[config.mk]
export PLATFORM = sky130hd
export DESIGN_NAME = decoder_3to8_stream
export DESIGN_NICKNAME = d
export VERILOG_FILES = /design/src/rtl/decoder_3to8_stream.sv
export SDC_FILE = /design/constraint.sdc
export NUM_CORES = 1
export LEC_CHECK = 0
export ABC_AREA = 1
export BUFFER_PORTS_ARGS = -buffer_cell sky130_fd_sc_hd__buf_2
export CAP_MARGIN = 20
export CELL_PAD_IN_SITES_DETAIL_PLACEMENT = 0
export CELL_PAD_IN_SITES_GLOBAL_PLACEMENT = 2
export CORE_ASPECT_RATIO = 1.5
export CORE_MARGIN = 2
export CORE_UTILIZATION = 30
export CTS_CLUSTER_DIAMETER = 150
export CTS_CLUSTER_SIZE = 25
export DETAILED_ROUTE_END_ITERATION = 10
export GPL_TIMING_DRIVEN = 0
export PLACE_DENSITY_LB_ADDON = 0.1
export SYNTH_ARGS = -nofsm -noshare
export SYNTH_HDL_FRONTEND = slang
export SYNTH_SLANG_ARGS = --single-unit
export TNS_END_PERCENT = 100
[constraint.sdc]
create_clock -name clk -period 2.9 [get_ports clk]
set_clock_uncertainty 0.1 [all_clocks]
set_input_delay 0.29 -clock clk [delete_from_list [all_inputs] [get_ports clk]]
set_output_delay 0.29 -clock clk [all_outputs]
set_load 0.05 [all_outputs]
[src/rtl/decoder_3to8_stream.sv]
// decoder_3to8_stream: buffers {en, code} entries from the priority encoder
// in a small FIFO. Each decoded one-hot word is shown on out_onehot for
// DWELL cycles.
// Optional build macro DECODER_OUT_ACTIVE_LOW_EN inverts out_onehot for
// active-low LED drive. Idle and reset value becomes 8'hFF in that build.
module decoder_3to8_stream #(
  parameter int FIFO_DEPTH = 4,
  parameter int DWELL      = 4
) (
  input  logic                          clk,
  input  logic                          rst_n,
  input  logic                          in_valid,
  output logic                          in_ready,
  input  logic                          in_en,
  input  logic [2:0]                    in_code,
  output logic [7:0]                    out_onehot,
  output logic                          out_valid,
  output logic [$clog2(FIFO_DEPTH):0]   fifo_level,
  output logic                          busy
);

  localparam int PW = $clog2(FIFO_DEPTH);
  localparam int LW = $clog2(FIFO_DEPTH) + 1;
  localparam int TW = $clog2(DWELL) + 1;

`ifdef DECODER_OUT_ACTIVE_LOW_EN
  localparam logic [7:0] POL = 8'hFF;
`else
  localparam logic [7:0] POL = 8'h00;
`endif
  localparam logic [7:0] IDLE_WORD = POL;

  typedef enum logic {S_IDLE, S_SHOW} state_t;

  // One-hot decode with output polarity applied; en=0 gives the blank word.
  function automatic logic [7:0] f_decode(input logic en, input logic [2:0] code);
    logic [7:0] w;
    w = en ? (8'b1 << code) : 8'h00;
    return w ^ POL;
  endfunction

  state_t          r_state, w_state_nxt;
  logic [3:0]      r_mem [FIFO_DEPTH];
  logic [PW-1:0]   r_wr_ptr, r_rd_ptr;
  logic [LW-1:0]   r_level;
  logic [7:0]      r_onehot, w_onehot_nxt;
  logic            r_valid, w_valid_nxt;
  logic [TW-1:0]   r_timer, w_timer_nxt;
  logic            w_full, w_empty, w_push, w_pop;
  logic [3:0]      w_head;

  // Push is gated on full before any same-cycle pop.
  assign w_full   = (r_level == LW'(FIFO_DEPTH));
  assign w_empty  = (r_level == '0);
  assign w_push   = in_valid && !w_full;
  assign w_head   = r_mem[r_rd_ptr];

  assign in_ready   = !w_full;
  assign fifo_level = r_level;
  assign out_onehot = r_onehot;
  assign out_valid  = r_valid;
  assign busy       = (r_state == S_SHOW) || !w_empty;

  // FIFO storage; contents need no reset because the level gates every read.
  always_ff @(posedge clk) begin
    if (w_push) r_mem[r_wr_ptr] <= {in_en, in_code};
  end

  // FIFO pointers and occupancy; pointers wrap naturally at a power-of-2 depth.
  always_ff @(posedge clk or negedge rst_n) begin
    if (!rst_n) begin
      r_wr_ptr <= '0;
      r_rd_ptr <= '0;
      r_level  <= '0;
    end else begin
      if (w_push) r_wr_ptr <= r_wr_ptr + PW'(1);
      if (w_pop)  r_rd_ptr <= r_rd_ptr + PW'(1);
      r_level <= r_level + LW'(w_push) - LW'(w_pop);
    end
  end

  // Next-state and display logic: load a word when idle or when a dwell expires.
  always_comb begin
    w_state_nxt  = r_state;
    w_onehot_nxt = r_onehot;
    w_valid_nxt  = r_valid;
    w_timer_nxt  = r_timer;
    w_pop        = 1'b0;
    case (r_state)
      S_IDLE: begin
        w_valid_nxt  = 1'b0;
        w_onehot_nxt = IDLE_WORD;
        if (!w_empty) begin
          w_pop        = 1'b1;
          w_onehot_nxt = f_decode(w_head[3], w_head[2:0]);
          w_valid_nxt  = 1'b1;
          w_timer_nxt  = TW'(DWELL - 1);
          w_state_nxt  = S_SHOW;
        end
      end
      S_SHOW: begin
        if (r_timer != '0) begin
          w_timer_nxt = r_timer - TW'(1);
        end else if (!w_empty) begin
          // Back-to-back: next entry replaces the current one with no gap.
          w_pop        = 1'b1;
          w_onehot_nxt = f_decode(w_head[3], w_head[2:0]);
          w_valid_nxt  = 1'b1;
          w_timer_nxt  = TW'(DWELL - 1);
        end else begin
          w_valid_nxt  = 1'b0;
          w_onehot_nxt = IDLE_WORD;
          w_state_nxt  = S_IDLE;
        end
      end
      default: begin
        w_valid_nxt  = 1'b0;
        w_onehot_nxt = IDLE_WORD;
        w_timer_nxt  = '0;
        w_state_nxt  = S_IDLE;
      end
    endcase
  end

  // State and output registers; outputs come straight from these flops.
  always_ff @(posedge clk or negedge rst_n) begin
    if (!rst_n) begin
      r_state  <= S_IDLE;
      r_onehot <= IDLE_WORD;
      r_valid  <= 1'b0;
      r_timer  <= '0;
    end else begin
      r_state  <= w_state_nxt;
      r_onehot <= w_onehot_nxt;
      r_valid  <= w_valid_nxt;
      r_timer  <= w_timer_nxt;
    end
  end

endmodule

==> summary.md, run 1 <==
| Metric | Value |
|---|---|
| Clock Tree Root | `clkbuf_8` |
| Most frequent cells in the layout | `52 x nand2_1, 21 x buf_2, 20 x dfrtp_1` |
| Setup Crit Path Kind | `register to register` |
| Antenna diode count | `0` |
| RSZ-0062 raised after global routing | `no` |
| Max-slew violations | `0` |
| Clock buffer depth | `2` |
| Nets@finish | `approximately 210` |
| Cell count of the worst hold path | `1` |
| Final setup fails | `0` |
| Fin Setup TNS | `0 ns` |
| Share of cells above drive strength 1 | `between 20% and 30%` |
| Post-synth EDFFs | `16` |
| Sequential cell area fraction in the yosys report | `59.3%` |
| Setup Buffers After CTS | `0` |
| Yosys reg bits | `36` |
| Worst R2R Setup Slack | `about 0.66 ns` |
| Area growth syn-to-layout | `18.0%` |
| Syn_nets | `181` |
| Final hold slack | `0.116 ns` |
| Syn Inst Count | `165` |
| WP data arrival | `about 2.3 ns` |
| Leading area contributor after synthesis | `dfrtp_1` |
| Post-Syn Area | `0.00166 sq mm` |
| Final hold violation count | `0` |
| Fin worst setup slack | `0.661 ns` |
| Vias per cell | `between 4 and 5` |
| Hold path start | `in_code[2]` |
| Vias in the first global route | `1,128` |
| Die height | `roughly 95 um` |
| Relative slew slack | `69.7%` |
| Num rows | `33` |
| DRT iter0 DRCs | `66` |
| Syn_area_per_cell | `10.0 sq um` |
| Synth top area cells | `dfrtp_1 30%, edfxtp_1 29%, nand2_1 12%` |
| H-tree levels | `2` |
| Critical Path Start Type | `register` |
| Peak supply drop | `0.536 mV` |
| Final HPWL DP | `between 2 and 2.5 mm` |
| Via count | `roughly 1.1k` |
| Slew @ Worst Pin | `around 0.46 ns` |
| Max FO, Critical Path | `4` |
| Number of library cell types mapped by synthesis | `22` |
| Routed WL per cell | `11.3 um` |
| CTS Sinks | `36` |
| GR Layer Usage met2 | `21.3%` |
| Clk slew on worst S/H paths | `0.07 ns` |
| IO buf count | `20` |
| Routed Antenna Nets | `0` |
| Max Cap Viol | `0` |
| Critical path data required time | `just under 3 ns` |
| Final Cycle Share | `around 77%` |
| Leakage power | `0.967 nW` |
| DR DRC count | `0` |
| Minimum clock period | `2.24 ns` |
| Synth Flop Type | `dfrtp_1` |
| Share of the synthesized area in the top cell type | `30.2%` |
| CP Cell Sequence | `inv_1 > ha_1 > nand2_1 > nand2_1 > nand2_2 > inv_1 > ha_1 > inv_1 > ha_1 > fa_1 > xor2_1` |
| Synth Warn # | `0` |
| FF-to-FF Start | `r_timer[0]$_DFF_PN0_` |
| Core ar. | `0.00541 sq mm` |
| Placed Area | `0.00184 sq mm` |
| Overflow after GRT | `0` |
| CTS tree | `done` |
| GR Util All Layers | `11.8%` |
| Critical-path top delay cell | `fa_1` |
| Fillers | `570` |
| Router iterations before antenna repair | `4` |
| Final design utilization | `36.1%` |
| CTS Buf Count | `5` |
| Met1 Use GR | `12.4%` |
| Crit path from | `r_timer[0]$_DFF_PN0_` |
| Final instance area | `0.00195 sq mm` |
| Critical path's largest stage delay | `0.37 ns` |
| Status | `finished clean` |
| CP endpoint kind | `register` |
| Die ar. | `0.00614 sq mm` |
| Fmax | `0.447 GHz` |
| Worst R2R End | `fifo_level[2]$_DFF_PN0_` |
| Min-delay worst type | `input port to register` |
| Most Crowded Layer GR | `met2` |
| DIE WIDTH | `64.7 um` |
| Pwr Density | `1130 mW/mm^2` |
| RD Place Congestion | `0.652` |
| Drt total wl | `2.99 mm` |
| Ports | `21` |
| Pre-CTS setup slack | `0.660 ns` |
| Worst skew pair latency | `0.28 ns` |
| Starting density of the core | `30.6%` |
| Hold-critical path endpoint | `r_mem[3][2]$_DFFE_PP_` |
| R2R depth | `11` |
| Initial antenna violation count | `0` |
| Global-route wire length before repair | `5.25 mm` |
| Largest net degree at the start of global routing | `21` |
| Met3 track demand over resource | `2.86%` |
| Most common cell after layout, fill and taps aside | `nand2_1` |
| Asr flop ratio synth | `55.6%` |
[layout make-up]
cell class	instances	area, sq um	area share, %
Multi-Input combinational cell	106	568	29.1
Inverter	20	82.6	4.23
Sequential cell	36	981	50.2
Buffer	3	23.8	1.22
Tap cell	70	87.6	4.48
Clock buffer	8	100	5.12
Timing Repair Buffer	21	110	5.64
[where the power goes]
group	internal [mW]	switching [mW]	total, mW	leakage, nW
Combinational	0.312	0.740	1.05	0.523
Clock	0.217	0.164	0.381	0.0515
Sequential	0.696	0.0721	0.768	0.392
[registers in the layout, indices dropped and copies added (netlist names)]
signal      flops
r_mem          16
out_onehot      8
fifo_level      3
r_timer         3
r_rd_ptr        2
r_wr_ptr        2
out_valid       1
r_state         1
[metal layers]
layer	wire [um]	vias up
li1	-	574
met1	1140	520
met2	1670	19
met3	100	6
met4	78	0
met5	0	-
[cell usage after synthesis (2+ instances only)]
| cell | n |
|---|---|
| nand2_1 | 52 |
| dfrtp_1 | 20 |
| inv_1 | 17 |
| edfxtp_1 | 16 |
| nand3_1 | 16 |
| nor2_1 | 12 |
| ha_1 | 8 |
| nand2_2 | 4 |
| xor2_1 | 3 |
| inv_2 | 2 |
| nand3_2 | 2 |
| o21ai_0 | 2 |
| xnor2_1 | 2 |
[how the worst max path moves through the flow]
stage,depth (start not counted),end
after floorplan,8,fifo_level[2]$_DFF_PN0_
after CTS,11,fifo_level[2]$_DFF_PN0_
after global placement,11,fifo_level[2]$_DFF_PN0_
final,11,fifo_level[2]$_DFF_PN0_
after global routing,11,fifo_level[2]$_DFF_PN0_
after detailed placement,11,fifo_level[2]$_DFF_PN0_
[critical path, delay by kind of cell, from the launching register on]
family	cells	cell delay (ns)
adders and majority gates	4	1.03
xor gates and xnor gates	1	0.17
buffers and inverters	3	0.18
and+or+nand+nor	3	0.31
DFF	1	0.33
[logic make-up (layout without fill, tap and decap cells)]
group           Yosys count  after routing  synth area share [%]
xor+xnor                  5              5                  2.65
simple gates             88             88                  23.1
fa+ha+maj                 9              9                  7.26
buf+inv                  23             52                  6.42
compound gates            4              4                  1.28
flops                    36             36                  59.3
[metrics by stage]
stage               power, mW  std cells
finish                   2.20        264
global route             2.43        264
floorplan                1.60        165
CTS                      2.25        264
global placement         1.82        255
detailed placement       1.85        255
[repair_timing]
action | in CTS | in global routing
gates resized for setup | 0 | 0
hold buffers | 1 | 0
endpoints found under the hold margin | 20 | 0
Note: power is estimated with default switching activity, not from simulation.
==> run 2, diff against run 1 <==
--- a/config.mk
+++ b/config.mk
@@ -5,7 +5,7 @@
 export SDC_FILE = /design/constraint.sdc
 export NUM_CORES = 1
 export LEC_CHECK = 0
-export ABC_AREA = 1
+export ABC_AREA = 0
 export BUFFER_PORTS_ARGS = -buffer_cell sky130_fd_sc_hd__buf_2
 export CAP_MARGIN = 20
 export CELL_PAD_IN_SITES_DETAIL_PLACEMENT = 0
==> constraint.sdc (replaced) <==
create_clock -name clk -period 2.1 [get_ports clk]
set_clock_uncertainty 0.1 [all_clocks]
set_input_delay 0.21 -clock clk [delete_from_list [all_inputs] [get_ports clk]]
set_output_delay 0.21 -clock clk [all_outputs]
set_load 0.05 [all_outputs]
==> run 2 against run 1 <==
  * The run now ends with negative setup slack left
  * Clock-buffer cell count is 3 lower
  * Maximum frequency up 3.0%
  * Cell area increased by 6.3%
  * Critical endpoint unchanged
  * Register-to-register slack lost 0.73 ns
  * Largest power group unchanged
  * Sequential share of layout area is 2.8 points lower
  * Combinational power is 64% higher
==> summary.md, run 2 <==
| Metric | Value |
|---|---|
| Min-delay worst type | `input port to register (unchanged)` |
| Synth Flop Type | `dfrtp_1 (unchanged)` |
| PnR Total Power | `3.51 mW (was 2.20 mW)` |
| Area growth syn-to-layout | `28.9% (was 18.0%)` |
| Core ar. | `0.00516 sq mm (was 0.00541 sq mm)` |
| Nets@finish | `159 (was 209)` |
| Critical path data required time | `2.17 ns (was 2.96 ns)` |
| Synth Warn # | `0 (unchanged)` |
| P_sw | `1.46 mW (was 976 uW)` |
| DRT iter0 DRCs | `42 (was 66)` |
| Slew @ Worst Pin | `0.487 ns (was 0.455 ns)` |
| Yosys reg bits | `36 (unchanged)` |
| WP data arrival | `2.24 ns (was 2.30 ns)` |
| Leakage power | `0.899 nW (was 0.967 nW)` |
| Clk slew on worst S/H paths | `0.08 ns (was 0.07 ns)` |
| Final instance area | `0.00208 sq mm (was 0.00195 sq mm)` |
| Share of the synthesized area in the top cell type | `31.1% (was 30.2%)` |
| Sequential Power Share | `33.4% (was 34.9%)` |
| Final Cycle Share | `104% (was 77.2%)` |
| Placed Area | `0.00182 sq mm (was 0.00184 sq mm)` |
| Antenna diode count | `0 (unchanged)` |
| Routed Antenna Nets | `0 (unchanged)` |
| Fin worst setup slack | `-0.0741 ns (was 0.661 ns)` |
| Syn_area_per_cell | `15.3 sq um (was 10.0 sq um)` |
| Clock power frac | `17.6% (was 17.3%)` |
| Starting density of the core | `31.2% (was 30.6%)` |
| GR Util All Layers | `11.7% (was 11.8%)` |
| Critical Path Start Type | `register (unchanged)` |
| Int Pwr | `2.05 mW (was 1.22 mW)` |
| Drt total wl | `3.08 mm (was 2.99 mm)` |
| Router iterations before antenna repair | `4 (unchanged)` |
| CP Cell Sequence | `or3b_4 > and2_4 > inv_4 > ha_4 > inv_2 > ha_4 > fa_2 > xor2_1 > xnor2_1 (was inv_1 > ha_1 > nand2_1 > nand2_1 > nand2_2 > inv_1 > ha_1 > inv_1 > ha_1 > fa_1 > xor2_1)` |
| CP endpoint kind | `register (unchanged)` |
| Share of cells above drive strength 1 | `42.4% (was 21.1%)` |
| Critical path's largest stage delay | `0.45 ns (was 0.37 ns)` |
| Largest net degree at the start of global routing | `21 (unchanged)` |
| Most common cell after layout, fill and taps aside | `buf_2 (was nand2_1)` |
| Final HPWL DP | `2.17 mm (was 2.27 mm)` |
| Syn_nets | `121 (was 181)` |
| Final hold violation count | `0 (unchanged)` |
| Synth top area cells | `dfrtp_1 31%, edfxtp_1 30%, ha_1 6.2% (was dfrtp_1 30%, edfxtp_1 29%, nand2_1 12%)` |
| Asr flop ratio synth | `55.6% (unchanged)` |
| CTS Buf Count | `5 (unchanged)` |
| Vias per cell | `4.73 (was 4.24)` |
| Sequential cell area fraction in the yosys report | `60.9% (was 59.3%)` |
| Overflow after GRT | `0 (unchanged)` |
| Count leader, synth | `dfrtp_1 (was nand2_1)` |
| CP most frequent cell | `ha_4` |
| Gate power share | `49.1% (was 47.8%)` |
| Worst skew pair latency | `0.28 ns (about the same)` |
| Net Sw Frac | `41.7% (was 44.4%)` |
| Number of flip-flops in the largest register | `16 (unchanged)` |
| Biggest register | `r_mem (unchanged)` |
| Die height | `93.8 um (was 95.0 um)` |
| RD Place Congestion | `0.655 (was 0.652)` |
| Max FO, Critical Path | `5 (was 4)` |
| DIE WIDTH | `63.8 um (was 64.7 um)` |
| Leading area contributor after synthesis | `dfrtp_1 (unchanged)` |
| Pwr Density | `1690 mW/mm^2 (was 1130 mW/mm^2)` |
| Vias in the first global route | `1,088 (was 1,128)` |
| Max-slew violations | `0 (unchanged)` |
| H-tree levels | `2 (unchanged)` |
| Clock Tree Root | `clkbuf_8 (unchanged)` |
| Num rows | `32 (was 33)` |
| Peak supply drop | `0.548 mV (was 0.536 mV)` |
| Max Cap Viol | `0 (unchanged)` |
| Post-Syn Area | `0.00161 sq mm (was 0.00166 sq mm)` |
| IO buf count | `20 (unchanged)` |
| Routed WL per cell | `14.5 um (was 11.3 um)` |
| Most frequent cells in the layout | `20 x buf_2, 17 x dfrtp_1, 16 x edfxtp_1 (was 52 x nand2_1, 21 x buf_2, 20 x dfrtp_1)` |
| Relative slew slack | `67.5% (was 69.7%)` |
| CTS tree | `done (unchanged)` |
| RSZ-0062 raised after global routing | `yes (was no)` |
| Minimum clock period | `2.17 ns (was 2.24 ns)` |
| Fmax | `0.460 GHz (was 0.447 GHz)` |
| Syn Inst Count | `105 (was 165)` |
| DR DRC count | `0 (unchanged)` |
| Final hold slack | `0.0371 ns (was 0.116 ns)` |
| Ports | `21 (unchanged)` |
| Failing checks | `negative setup slack` |
| Commonest cells post-synth | `20 x dfrtp_1, 16 x edfxtp_1, 10 x inv_1 (was 52 x nand2_1, 20 x dfrtp_1, 17 x inv_1)` |
| Status | `finished, violations left (was finished clean)` |
| Critical-path top delay cell | `dfrtp_2 (was fa_1)` |
| Via count | `1,003 (was 1,119)` |
| Final setup fails | `1 (was 0)` |
| Global-route wire length before repair | `5.28 mm (was 5.25 mm)` |
| Number of library cell types mapped by synthesis | `31 (was 22)` |
| Post-synth EDFFs | `16 (unchanged)` |
| Die ar. | `0.00599 sq mm (was 0.00614 sq mm)` |
| CTS Sinks | `36 (unchanged)` |
| Initial antenna violation count | `0 (unchanged)` |
| Clock buffer depth | `2 (unchanged)` |
| Final design utilization | `40.2% (was 36.1%)` |
| Setup Crit Path Kind | `register to register (unchanged)` |
| Fin Setup TNS | `-0.0741 ns (was 0 ns)` |
-- run 2: power groups by stage --
stage / logic (mW) / clock network, mW / registers [mW]
4_1_cts: 1.71 / 0.647 / 1.17
2_1_floorplan: 0.785 / 0 / 1.56
3_5_place_dp: 1.52 / 0 / 1.19
5_1_grt: 1.87 / 0.675 / 1.21
6_report: 1.72 / 0.616 / 1.17
3_3_place_gp: 1.50 / 0 / 1.18
-- run 2: cells by family (layout without fill, tap and decap cells) --
group                      count (synthesis)  after routing  share of synthesized area [%]
DFF                                       36             36                           60.9
xor gates and xnor gates                   5              5                           2.72
buffers and inverters                     14             53                           3.96
muxes                                      6              6                           7.38
and+or+nand+nor                           16             16                           6.52
adders and majority gates                  9              9                           7.45
AOI/OAI and AO/OA                         19             19                           11.1
-- run 2: worst max-delay path, delay by kind of cell, from the launching register on --
family,cells,cell delay [ns]
fa+ha+maj,3,0.57
buf+inv,2,0.08
xor+xnor,2,0.28
flops,1,0.45
simple gates,2,0.57
-- run 2: cell type report --
type                       instances  area (sq um)
inverter                          10          40.0
sequential                        36           985
multi-input combinational         55           624
timing repair buffer              31           198
clock buffer                       5          68.8
fill                             497          3090
tap                               68          85.1
clock inverter                     3          46.3
buffer                             4          30.0
-- run 2: per-stage QoR --
| step | cells | worst slack, ns |
|---|---|---|
| 2_1_floorplan | 105 | -0.348 |
| 6_report | 212 | -0.0741 |
| 4_1_cts | 211 | -0.0973 |
| 3_3_place_gp | 193 | -0.473 |
| 3_5_place_dp | 193 | -0.470 |
| 5_1_grt | 212 | -0.120 |
-- run 2: worst paths after layout --
check	startpoint	end	slack, ns	depth (start not counted)
max	fifo_level[0]$_DFF_PN0_	fifo_level[2]$_DFF_PN0_	-0.07	9
min	in_code[1]	r_mem[0][1]$_DFFE_PP_	0.04	1
max reg2reg	fifo_level[0]$_DFF_PN0_	fifo_level[2]$_DFF_PN0_	-0.07	9
min reg2reg	out_onehot[5]$_DFFE_PN0P_	out_onehot[5]$_DFFE_PN0P_	0.39	1
max in group asynchronous	rst_n	fifo_level[0]$_DFF_PN0_	1.23	2
min in group asynchronous	rst_n	r_timer[1]$_DFF_PN0_	0.31	2
-- run 2: metal layers --
| metal | share of wire [%] | track usage, % | vias up |
|---|---|---|---|
| met1 | 39 | 12.6 | 498 |
| met2 | 55 | 21.4 | 28 |
| met5 | 0 | 0 | - |
| li1 | - | - | 473 |
| met4 | 1.3 | 4.35 | 0 |
| met3 | 4.4 | 3.36 | 4 |
-- run 2: what timing repair did --
action / in CTS / in global routing
resized for setup: 4 / 7
setup buffers: 9 / 1
endpoints found under the hold margin: 20 / 0
endpoints found under the setup margin: 3 / 2
pin swaps: 5 / 3
gates cloned: 0 / 0
hold buffers: 1 / 0
==> run 3, diff against run 2 <==
--- a/config.mk
+++ b/config.mk
@@ -17,6 +17,7 @@
 export CTS_CLUSTER_SIZE = 25
 export DETAILED_ROUTE_END_ITERATION = 10
 export GPL_TIMING_DRIVEN = 0
+export HOLD_SLACK_MARGIN = 0.1
 export PLACE_DENSITY_LB_ADDON = 0.1
 export SYNTH_ARGS = -nofsm -noshare
 export SYNTH_HDL_FRONTEND = slang
==> run 3 against run 2 <==
  * The run still ends with negative setup slack left
  * Worst setup slack hardly changed
  * Die area unchanged
  * Clock-buffer cell count is the same
  * Wire length rose by 0.13%
  * Critical endpoint unchanged
==> summary.md, run 3 (synthesized netlist as in run 2, its figures left out) <==
| Metric | Value |
|---|---|
| Fillers | `497 (unchanged)` |
| Pre-CTS setup slack | `-0.470 ns (unchanged)` |
| WP data arrival | `2.24 ns (about the same)` |
| RSZ-0062 raised after global routing | `yes (unchanged)` |
| Most frequent cells in the layout | `20 x buf_2, 17 x dfrtp_1, 16 x edfxtp_1 (unchanged)` |
| Antenna diode count | `0 (unchanged)` |
| Setup crit end | `fifo_level[2]$_DFF_PN0_ (unchanged)` |
| Multi-input gate area | `624 sq um (unchanged)` |
| Crit path from | `fifo_level[0]$_DFF_PN0_ (unchanged)` |
| Router iterations before antenna repair | `4 (unchanged)` |
| Failing checks | `negative setup slack (unchanged)` |
| Final hold violation count | `0 (unchanged)` |
| GR Util All Layers | `11.7% (unchanged)` |
| Starting density of the core | `31.2% (unchanged)` |
| Share of cells above drive strength 1 | `41.2% (was 42.4%)` |
| Routed Antenna Nets | `0 (unchanged)` |
| Slew @ Worst Pin | `0.486 ns (was 0.487 ns)` |
| RD Place Congestion | `0.655 (unchanged)` |
| Met3 wire len | `136 um (unchanged)` |
| DR DRC count | `0 (unchanged)` |
| Max FO, Critical Path | `5 (unchanged)` |
| Peak supply drop | `0.548 mV (about the same)` |
| Critical path data required time | `2.17 ns (about the same)` |
| CP endpoint kind | `register (unchanged)` |
| PnR Total Power | `3.52 mW (was 3.51 mW)` |
| Largest net degree at the start of global routing | `21 (unchanged)` |
| Final HPWL DP | `2.17 mm (unchanged)` |
| CTS Sinks | `36 (unchanged)` |
| Placed Instances | `193 (unchanged)` |
| Setup Crit Path Kind | `register to register (unchanged)` |
| Min-delay worst type | `input port to async pin (was input port to register)` |
| Biggest register | `r_mem (unchanged)` |
| Most common cell after layout, fill and taps aside | `buf_2 (unchanged)` |
| IO buf count | `20 (unchanged)` |
| Leakage power | `0.915 nW (was 0.899 nW)` |
| Overflow after GRT | `0 (unchanged)` |
| Die ar. | `0.00599 sq mm (unchanged)` |
| H-tree levels | `2 (unchanged)` |
| Final Cycle Share | `104% (about the same)` |
| Met1 WL | `1.21 mm (was 1.20 mm)` |
| Fin Setup TNS | `-0.0741 ns (about the same)` |
| Area growth syn-to-layout | `31.4% (was 28.9%)` |
| Final hold slack | `0.313 ns (was 0.0371 ns)` |
| Non-Filler Instances | `216 (was 212)` |
| DIE WIDTH | `63.8 um (unchanged)` |
| Vias per cell | `4.72 (was 4.73)` |
| Final design utilization | `41.0% (was 40.2%)` |
| Clock buffer depth | `2 (unchanged)` |
| Num rows | `32 (unchanged)` |
| Minimum clock period | `2.17 ns (about the same)` |
| Top Metal Used | `met4 (unchanged)` |
| CTS Buf Count | `5 (unchanged)` |
| Vias in the first global route | `1,088 (unchanged)` |
| Clk slew on worst S/H paths | `0.07 ns (was 0.08 ns)` |
| Nets@finish | `163 (was 159)` |
| CTS tree | `done (unchanged)` |
| Core ar. | `0.00516 sq mm (unchanged)` |
| Placed Area | `0.00182 sq mm (unchanged)` |
| Final setup fails | `1 (unchanged)` |
| Routed WL per cell | `14.3 um (was 14.5 um)` |
| Die height | `93.8 um (unchanged)` |
| Fmax | `0.460 GHz (unchanged)` |
| Critical Path Start Type | `register (unchanged)` |
| Final instance area | `0.00212 sq mm (was 0.00208 sq mm)` |
| Worst skew pair latency | `0.28 ns (about the same)` |
| Fin worst setup slack | `-0.0741 ns (about the same)` |
| DR WL met2 | `1.70 mm (about the same)` |
| Relative slew slack | `67.6% (was 67.5%)` |
| Global-route wire length before repair | `5.28 mm (unchanged)` |
| Via count | `1,019 (was 1,003)` |
| Max Cap Viol | `0 (unchanged)` |
| Register cell area after layout | `985 sq um (unchanged)` |
| Worst R2R End | `fifo_level[2]$_DFF_PN0_ (unchanged)` |
| R2R depth | `9 (unchanged)` |
| Worst R2R Setup Slack | `-0.07 ns (about the same)` |
| Number of flip-flops in the largest register | `16 (unchanged)` |
| Initial antenna violation count | `0 (unchanged)` |
| Status | `finished, violations left (unchanged)` |
| Pwr Density | `1660 mW/mm^2 (was 1690 mW/mm^2)` |
| DRT iter0 DRCs | `42 (unchanged)` |
| Ports | `21 (unchanged)` |
| Drt total wl | `3.09 mm (was 3.08 mm)` |
| Clock Tree Root | `clkbuf_8 (unchanged)` |
| FF-to-FF Start | `fifo_level[0]$_DFF_PN0_ (unchanged)` |
| Max-slew violations | `0 (unchanged)` |
run 3: cell count changes in the layout (fill, tap and decap cells not counted):
cell	before	now
dlygate4sd3_1	1	5
run 3: routing by layer:
| layer | vias to the layer above | GRT usage (%) |
|---|---|---|
| met5 | - | 0 |
| met4 | 0 | 4.35 |
| met3 | 4 | 3.36 |
| met2 | 28 | 21.5 |
| met1 | 506 | 12.5 |
| li1 | 481 | - |
run 3: cell type report:
| type | instances | area share (%) |
|---|---|---|
| well taps | 68 | 4.02 |
| repair buffers | 35 | 11.2 |
| inverters | 10 | 1.89 |
| clock inverters | 3 | 2.19 |
| flip-flops and latches | 36 | 46.5 |
| clock buffers | 5 | 3.25 |
| plain buffers | 4 | 1.42 |
| multi-input cells | 55 | 29.5 |
run 3: critical path: stages, from the launching register on:
cell     delay (ns)
dfrtp_2        0.45
or3b_4         0.41
and2_4         0.16
inv_4          0.05
ha_4           0.11
inv_2          0.03
ha_4           0.14
fa_2           0.32
xor2_1         0.16
xnor2_1        0.12
run 3: power by group:
part / total, mW / leakage (nW) / internal (mW) / switching, mW
clock network: 0.616 / 0.0548 / 0.357 / 0.259
logic: 1.73 / 0.472 / 0.688 / 1.04
registers: 1.17 / 0.388 / 1.01 / 0.166
total: 3.52 / 0.915 / 2.05 / 1.46
run 3: how the worst min path moves through the flow:
| stage | startpoint | endpoint | cells past startpoint |
|---|---|---|---|
| after floorplan | rst_n | fifo_level[0]$_DFF_PN0_ | 0 |
| after global placement | rst_n | r_timer[2]$_DFF_PN0_ | 1 |
| after detailed placement | rst_n | r_timer[2]$_DFF_PN0_ | 1 |
| after CTS | in_valid | r_wr_ptr[0]$_DFFE_PN0P_ | 4 |
| after global routing | rst_n | r_wr_ptr[0]$_DFFE_PN0P_ | 2 |
| final | rst_n | r_timer[1]$_DFF_PN0_ | 2 |
run 3: what timing repair did:
item / CTS / global route
hold endpoints to repair: 36 / 0
pin swaps: 5 / 3
hold buffers: 5 / 0
setup endpoints to repair: 3 / 2
setup buffers: 9 / 1
gates resized for setup: 4 / 7
